## config.mk

```make
export PLATFORM = sky130hd
export DESIGN_NAME = alarma_ctrl_flat
export DESIGN_NICKNAME = d
export VERILOG_FILES = /design/src/rtl/alarma_ctrl_if.sv /design/src/rtl/alarma_ctrl.sv /design/src/flat_wrapper.sv
export SDC_FILE = /design/constraint.sdc
export NUM_CORES = 1
export LEC_CHECK = 0
export CORE_UTILIZATION = 35
export DETAILED_ROUTE_END_ITERATION = 10
export GPL_TIMING_DRIVEN = 0
export HOLD_SLACK_MARGIN = 0.02
export PLACE_DENSITY_LB_ADDON = 0.08
export SYNTH_ARGS = -nofsm -noshare
export SYNTH_HDL_FRONTEND = slang
export SYNTH_SLANG_ARGS = --single-unit
```

## constraint.sdc

```tcl
create_clock -name clk -period 2.63 [get_ports clk]
set_input_delay 0.3945 -clock clk [delete_from_list [all_inputs] [get_ports clk]]
set_output_delay 0.3945 -clock clk [all_outputs]
set_load 0.005 [all_outputs]
```

## src/rtl/alarma_ctrl_if.sv

```systemverilog
// Operator / sensor bus of the alarm controller. The bench or host side
// drives the requests and sensor lines, the controller drives the status.
interface alarma_ctrl_if;
    logic       arm;
    logic       disarm;
    logic [2:0] sensor;
    logic       ack;
    logic [1:0] state;
    logic       armed;
    logic       pending;
    logic       siren;
    logic [7:0] event_count;

    modport master (
        output arm, disarm, sensor, ack,
        input  state, armed, pending, siren, event_count
    );

    modport slave (
        input  arm, disarm, sensor, ack,
        output state, armed, pending, siren, event_count
    );
endinterface

```

## src/rtl/alarma_ctrl.sv

```systemverilog
// Intrusion alarm sequencer: debounced sensor trigger, entry delay, latched
// siren and a saturating count of raised alarms.
//
// state     | meaning
// ----------+-----------------------------------------------------------
// DISARMED  | idle, sensors ignored, waits for arm without disarm
// ARMED     | watching the debounced trigger
// PENDING   | entry delay running (ENTRY cycles), disarm aborts silently
// ALARM     | siren latched until ack (back to ARMED) or disarm
module alarma_ctrl #(
    parameter int DEB   = 3,
    parameter int ENTRY = 8
) (
    input logic         clk,
    input logic         rst,
    alarma_ctrl_if.slave bus
);

    typedef enum logic [1:0] {
        S_DISARMED = 2'd0,
        S_ARMED    = 2'd1,
        S_PENDING  = 2'd2,
        S_ALARM    = 2'd3
    } state_t;

    localparam logic [3:0] DEB_MAX  = 4'(DEB);
    localparam logic [3:0] DEB_TC   = 4'(DEB - 1);
    localparam logic [7:0] ENT_LOAD = 8'(ENTRY - 1);

    state_t     st_q, st_d;
    logic [3:0] deb_q, deb_d;
    logic [7:0] ent_q, ent_d;
    logic [7:0] evt_q, evt_d;
    logic       trig;
    logic       qual;

    // Raw trigger: A alone, or B and C together.
    assign trig = bus.sensor[2] | (bus.sensor[1] & bus.sensor[0]);
    // Qualifies on the DEB-th consecutive trigger edge (or later once saturated).
    assign qual = trig && (deb_q >= DEB_TC);

    // Next-state, entry down-counter, event counter and debounce update.
    always_comb begin
        st_d  = st_q;
        ent_d = ent_q;
        evt_d = evt_q;
        deb_d = deb_q;
        case (st_q)
            S_DISARMED: begin
                if (bus.arm && !bus.disarm) st_d = S_ARMED;
            end
            S_ARMED: begin
                if (bus.disarm) begin
                    st_d = S_DISARMED;
                end else if (qual) begin
                    st_d  = S_PENDING;
                    ent_d = ENT_LOAD;
                end
            end
            S_PENDING: begin
                if (bus.disarm) begin
                    st_d = S_DISARMED;
                end else if (ent_q == 8'd0) begin
                    st_d = S_ALARM;
                    if (evt_q != 8'hFF) evt_d = evt_q + 8'd1;
                end else begin
                    ent_d = ent_q - 8'd1;
                end
            end
            S_ALARM: begin
                if (bus.disarm) st_d = S_DISARMED;
                else if (bus.ack) st_d = S_ARMED;
            end
            default: st_d = S_DISARMED;
        endcase
        // Any state change restarts debounce so re-arming needs fresh samples.
        if (!trig || (st_d != st_q)) deb_d = 4'd0;
        else if (deb_q != DEB_MAX) deb_d = deb_q + 4'd1;
    end

    // State and counter registers with synchronous reset.
    always_ff @(posedge clk) begin
        if (rst) begin
            st_q  <= S_DISARMED;
            deb_q <= 4'd0;
            ent_q <= 8'd0;
            evt_q <= 8'd0;
        end else begin
            st_q  <= st_d;
            deb_q <= deb_d;
            ent_q <= ent_d;
            evt_q <= evt_d;
        end
    end

    assign bus.state       = st_q;
    assign bus.armed       = (st_q != S_DISARMED);
    assign bus.pending     = (st_q == S_PENDING);
    assign bus.siren       = (st_q == S_ALARM);
    assign bus.event_count = evt_q;

endmodule

```

## src/flat_wrapper.sv

```systemverilog
// flat-port wrapper written by rule: the top's interface ports become plain ports
module alarma_ctrl_flat 
#(
    parameter int DEB   = 3,
    parameter int ENTRY = 8
)
  (clk, rst, bus_arm, bus_disarm, bus_sensor, bus_ack, bus_state, bus_armed, bus_pending, bus_siren, bus_event_count);
  alarma_ctrl_if bus_i ();
  input logic clk;
  input logic rst;
  input wire logic [$bits(bus_i.arm)-1:0] bus_arm;
  input wire logic [$bits(bus_i.disarm)-1:0] bus_disarm;
  input wire logic [$bits(bus_i.sensor)-1:0] bus_sensor;
  input wire logic [$bits(bus_i.ack)-1:0] bus_ack;
  output wire logic [$bits(bus_i.state)-1:0] bus_state;
  output wire logic [$bits(bus_i.armed)-1:0] bus_armed;
  output wire logic [$bits(bus_i.pending)-1:0] bus_pending;
  output wire logic [$bits(bus_i.siren)-1:0] bus_siren;
  output wire logic [$bits(bus_i.event_count)-1:0] bus_event_count;
  assign bus_i.arm = bus_arm;
  assign bus_i.disarm = bus_disarm;
  assign bus_i.sensor = bus_sensor;
  assign bus_i.ack = bus_ack;
  assign bus_state = bus_i.state;
  assign bus_armed = bus_i.armed;
  assign bus_pending = bus_i.pending;
  assign bus_siren = bus_i.siren;
  assign bus_event_count = bus_i.event_count;
  alarma_ctrl #(.DEB(DEB), .ENTRY(ENTRY)) u_core (.clk(clk), .rst(rst), .bus(bus_i));
endmodule
```

==> flow_summary.json, run 1 <==
{
  "r2r_start": "u_core.ent_q[0]",
  "required_ns": 2.84,
  "routabilityCongestion": 0.7866,
  "fin_cells": 214,
  "cts_root_buffer": "clkbuf_4",
  "drc_errors": 0,
  "tightestPinTransition_ns": 0.5417,
  "dieArea_um2": 3903,
  "synth-xor-area-share_pct": 4.790,
  "crit_type": "register to register",
  "start_util_pct": 37.47,
  "synth-adder-area-share_pct": 3.910,
  "clkTransAtPathRegs_ns": 0.13,
  "numCtsBuffers": 3,
  "ys_warn_count": 0,
  "leakage_nw": 0.5176,
  "skew_ns": 0.007193,
  "total_power_w": 0.0005495,
  "crit_start": "u_core.ent_q[0]",
  "fmax_mhz": 486.6,
  "p_per_area_nw_per_um2": 352.2,
  "setup_viol": 0,
  "post_drt_wl_per_cell_um": 13.16,
  "critPathCaptureType": "register",
  "die_h_um": 62.48,
  "drt_iter0_drc": 41,
  "synthCells": 145,
  "area_growth_pct": 21.90,
  "n_antenna_cell": 0,
  "rsz0062_at_grt": "false",
  "cts_buffer_depth": 2,
  "synth_cell_types": 41,
  "fin_ws_ns": 0.5751,
  "grt_max_degree": 12,
  "synth_flop_cell": "dfxtp_1",
  "ant_nets": 0,
  "yosys.area_share.simple_pct": 34.02,
  "ff2ff_setup_slack_ns": 0.58,
  "clock_latency_ns": 0.31,
  "synth_compound_area_share_pct": 16.13,
  "grt_overflow": 0,
  "status": "finished, final reports clean",
  "ys_ff_latch": 22,
  "synth.area.mux_share_pct": 1.760,
  "holdWs_ns": 0.5199,
  "grtUsageTotal_pct": 15.66,
  "synth.avg_cell_area_um2": 8.827,
  "h-tree-depth": 1,
  "period_needed_ns": 2.055,
  "cts_tree": "built",
  "vdd_ir_drop_max_mv": 0.1419,
  "finalMaxSlewViolations": 0,
  "cts_setup_buffers": 0,
  "synthesis.nets": 157,
  "async_flop_share_pct": 0,
  "worst-path-max-fanout": 10,
  "fin_setup_tns_ns": 0,
  "via_count": 1143,
  "synth_top_family_by_area": "simple AND/OR/NAND/NOR gates",
  "holdCritPathClass": "register to register",
  "max-cap-violations": 0,
  "hold_start": "u_core.bus.event_count[6]",
  "ios": 21,
  "numPortBuffers": 20,
  "cp.arrival_ns": 2.27,
  "cts.sink_count": 22,
  "dp_cells": 211,
  "rows": 21,
  "grt_pass1_vias": 1073,
  "holdBufCountCts": 0,
  "drt-pass1-iter-count": 4,
  "dp_hpwl_um": 2124,
  "vias_per_cell": 5.341,
  "hold_viol": 0,
  "synthesis.area_um2": 1280,
  "core_area_um2": 3416,
  "finalCritPeriodShare_pct": 78.13,
  "fillerInstances": 359,
  "fin_nets": 182,
  "antenna_found_initial": 0,
  "maxSlewHeadroom_pct": 63.89,
  "die_w_um": 62.48,
  "synth-edff-count": 0,
  "preCtsSetupSlack_ns": 0.2999,
  "grt_pass1_wl_um": 4981,
  "yosysSeqAreaShare_pct": 34.41,
  "drt-total-wl_um": 2816,
  "setup.worst_path.start_class": "register",
  "drive_above_1_share_pct": 10.71,
  "cts_resized": 0
}
## power breakdown
part           internal (W)  switching [W]
clock network     0.0000534       0.000102
registers          0.000336     0.00000367
logic             0.0000256      0.0000279
total              0.000415       0.000134
## final timing paths
check	to	cells after the start
hold reg to reg	u_core.bus.event_count[6]	2
hold / removal	u_core.bus.event_count[6]	2
setup / recovery	u_core.bus.event_count[5]	7
setup reg to reg	u_core.bus.event_count[5]	7
## registers in the layout, indices dropped and copies added (netlist names)
name                    flops
u_core.ent_q                8
u_core.bus.state            2
u_core.bus.event_count      8
u_core.deb_q                4
## cell usage in the layout, fill, tap and decap left out, drive strengths merged, types with 3 or more instances in the layout
| cell | Yosys | final |
|---|---|---|
| o21ai | 3 | 3 |
| nor3 | 13 | 13 |
| buf | 5 | 5 |
| dfxtp | 22 | 22 |
| clkdlybuf4s50 | 0 | 20 |
| nor2 | 9 | 9 |
| ha | 4 | 4 |
| or3 | 3 | 3 |
| or3b | 4 | 4 |
| o31ai | 4 | 4 |
| xor2 | 6 | 6 |
| nor4 | 5 | 5 |
| nor3b | 5 | 5 |
| inv | 5 | 5 |
| nand3 | 5 | 5 |
| a21oi | 14 | 14 |
| or4 | 6 | 6 |
| clkbuf | 3 | 6 |
| nand2 | 5 | 5 |
## synth_stat cells, types with 3 or more instances
master	instances	share of area (%)
a21oi_1	14	5.5
buf_2	3	1.2
clkbuf_1	3	0.88
dfxtp_1	22	34
ha_1	4	3.9
inv_1	5	1.5
nand2_1	5	1.5
nand3_1	4	1.6
nor2_1	9	2.6
nor3_1	12	4.7
nor3b_1	4	2.3
o21ai_0	3	1.2
o31ai_1	4	2.3
or3_1	3	1.5
or3b_1	3	2.1
or4_1	6	3.5
xor2_1	6	4.1
## layout make-up
| class | count | area (µm²) | area share, % |
|---|---|---|---|
| inverter | 5 | 18.77 | 1.203 |
| multi-input combinational | 110 | 775.7 | 49.72 |
| tap | 46 | 57.56 | 3.689 |
| clock buffer | 3 | 22.52 | 1.443 |
| buffer | 8 | 45.04 | 2.887 |
| timing repair buffer | 20 | 200.2 | 12.83 |
| sequential | 22 | 440.4 | 28.23 |
## metal layers
layer  vias to the layer above  wire [µm]  share of wire (%)  GRT usage, %
met5                         -          0                  0             0
met4                         0         20               0.71         5.233
met3                         2         83                2.9         2.190
met2                        18       1339                 48         26.22
met1                       534       1373                 49         20.52
li1                        589          -                  -             -
## per-stage QoR
stage | utilization (%) | cell area (µm²)
after floorplan | - | 1280
after global placement | 45.02 | 1538
after detailed placement | 45.02 | 1538
after CTS | 45.68 | 1560
after global routing | 45.68 | 1560
final | 45.68 | 1560
## cells by family after synthesis
kind of cell	count (synthesis)
and+or+nand+nor	64
AOI/OAI and AO/OA	33
DFF	22
buffers and inverters	13
xor gates and xnor gates	7
adders and majority gates	4
muxes	2
## worst max-delay path, cell delays in order (launching register included)
cell and delay [ns]:
dfxtp_1 0.36, inv_1 0.06, ha_1 0.21, nor3b_1 0.40, nand3_2 0.20, buf_6 0.18
nor4_1 0.19, mux2_2 0.36
Power figures use the tool's default switching activity.
==> run 2: changes to the inputs <==
- clock period: 2.63 -> 1.8 ns (I/O delays scaled with it)
==> run 2 against run 1 <==
Effect of this change:
- setup slack got worse by 0.50 ns
- fmax grew 19%
- critical path depth shrank 2
- first-iteration DRC count down 15%
- combinational power increased by 58%
- clock power increased by 47%
- power is 48% higher
- final area rose by 8.7%
- cell count rose by 2.3%
- hold slack got worse by 0.035 ns
- critical path type unchanged
- critical endpoint is now u_core.bus.event_count[7]
- highest routed layer unchanged
==> flow_summary.json, run 2 (synthesized netlist as in run 1, its figures left out) <==
{
  "die_w_um": 62.48,
  "final_common_cell": "clkdlybuf4s50_1",
  "via_count": 1191,
  "p_per_area_nw_per_um2": 480.3,
  "worstRegToRegCells": 5,
  "drive_above_1_share_pct": 24.28,
  "ios": 21,
  "crit_type": "register to register",
  "h-tree-depth": 1,
  "ff2ff_setup_slack_ns": 0.08,
  "grt_pass1_wl_um": 5043,
  "grt_overflow": 0,
  "maxSlewHeadroom_pct": 63.98,
  "worst-path-max-fanout": 6,
  "core_area_um2": 3416,
  "fin_setup_tns_ns": 0,
  "fin_nets": 187,
  "hold_start": "u_core.ent_q[0]",
  "routabilityCongestion": 0.7866,
  "fin_area_um2": 1695,
  "die_h_um": 62.48,
  "numPortBuffers": 20,
  "cts.sink_count": 22,
  "dp_hpwl_um": 2124,
  "finalCritPeriodShare_pct": 95.74,
  "area_growth_pct": 32.45,
  "cts_buffer_depth": 2,
  "period_needed_ns": 1.723,
  "antenna_found_initial": 0,
  "seq_area_um2": 451.7,
  "finalMaxSlewViolations": 0,
  "skew_ns": 0.007172,
  "dieArea_um2": 3903,
  "tightestPinTransition_ns": 0.5404,
  "r2r_start": "u_core.ent_q[3]",
  "drt-total-wl_um": 3020,
  "drt-pass1-iter-count": 4,
  "holdWs_ns": 0.4852,
  "n_antenna_cell": 0,
  "drc_errors": 0,
  "r2r_end": "u_core.bus.event_count[7]",
  "status": "finished, final reports clean",
  "required_ns": 2.01,
  "fillerInstances": 348,
  "hold_viol": 0,
  "holdCritPathClass": "register to register",
  "start_util_pct": 37.47,
  "hold_path_depth": 1,
  "holdPathEnd": "u_core.ent_q[0]",
  "ant_nets": 0,
  "cp.arrival_ns": 1.93,
  "post_drt_wl_per_cell_um": 13.79,
  "vias_per_cell": 5.438,
  "cts_root_buffer": "clkbuf_4",
  "fin_cells": 219,
  "grt_max_degree": 14,
  "max-cap-violations": 0,
  "multi_input_area_um2": 859.6,
  "setup.worst_path.start_class": "register",
  "leakage_nw": 0.5678,
  "drt_iter0_drc": 35,
  "grt_pass1_vias": 1085,
  "vdd_ir_drop_max_mv": 0.1991,
  "final_cell_mix": "clkdlybuf4s50_1 (19), dfxtp_1 (15), a21oi_1 (14)",
  "rows": 21,
  "placed_cell_area_um2": 1538,
  "clock_latency_ns": 0.31,
  "fmax_mhz": 580.3,
  "holdBufCountCts": 0,
  "critPathCaptureType": "register",
  "cts_tree": "built",
  "numCtsBuffers": 3,
  "setup_viol": 0,
  "grtUsageTotal_pct": 15.86,
  "clkTransAtPathRegs_ns": 0.13,
  "dp_cells": 211,
  "rsz0062_at_grt": "true"
}
[run 2: changes by cell type in the layout (fill, tap and decap cells not counted), moves of 2 or more]
cell     before  now
nor3_1       12    9
dfxtp_2       0    6
nor3_2        0    3
inv_2         0    2
dfxtp_1      22   15
inv_1         5    3
buf_4         1    7
nor4_4        2    4
[run 2: critical path, stage by stage (launching register included)]
cell and delay (ns):
dfxtp_1 0.40, or4_1 0.50, buf_2 0.18, nor4_4 0.30, a41o_1 0.20, nor2_1 0.04
[run 2: worst max path at each step]
stage,from,end,cells after the start
2_1_floorplan,u_core.ent_q[0],u_core.bus.event_count[5],7
3_3_place_gp,bus_disarm,u_core.bus.event_count[5],6
3_5_place_dp,bus_disarm,u_core.bus.event_count[5],6
4_1_cts,u_core.bus.state[1],bus_pending,3
5_1_grt,u_core.ent_q[1],u_core.bus.event_count[2],7
6_report,u_core.ent_q[3],u_core.bus.event_count[7],5
[run 2: power by group]
group	switching, W	total [W]	internal [W]
registers	0.00000865	0.000500	0.000491
logic	0.0000423	0.0000848	0.0000425
clock network	0.000152	0.000230	0.0000781
total	0.000203	0.000814	0.000612
[run 2: what timing repair did]
| item | 4_1_cts | 5_1_grt |
|---|---|---|
| setup endpoints to repair | 19 | 14 |
| cloned | 0 | 1 |
| setup buffers | 2 | 4 |
| gates resized for setup | 9 | 17 |
| pin swaps | 2 | 6 |
[run 2: per-stage QoR]
step	worst slack, ns	power, W	utilization, %
after CTS	0.0002344	0.0008119	46.63
after detailed placement	-0.4056	0.0005862	45.02
final	0.07668	0.0008143	49.63
after floorplan	0.008925	0.0005508	-
after global routing	-0.005834	0.0008538	49.63
after global placement	-0.3986	0.0005839	45.02
[run 2: cell type report]
| cell class | instances | share of cell area, % |
|---|---|---|
| buffer | 6 | 2.140 |
| clock buffer | 3 | 1.328 |
| inverter | 5 | 1.107 |
| multi-input combinational | 110 | 50.70 |
| sequential | 22 | 26.64 |
| tap | 46 | 3.395 |
| timing repair buffer | 27 | 14.69 |
[run 2: routing by layer]
layer	wire length (µm)	track usage [%]	share of wire, %	vias to the layer above
met5	0	0	0	-
met4	20	5.233	0.66	0
met3	106	2.190	3.5	2
met2	1409	27.31	47	28
met1	1484	20.18	49	559
li1	-	-	-	602
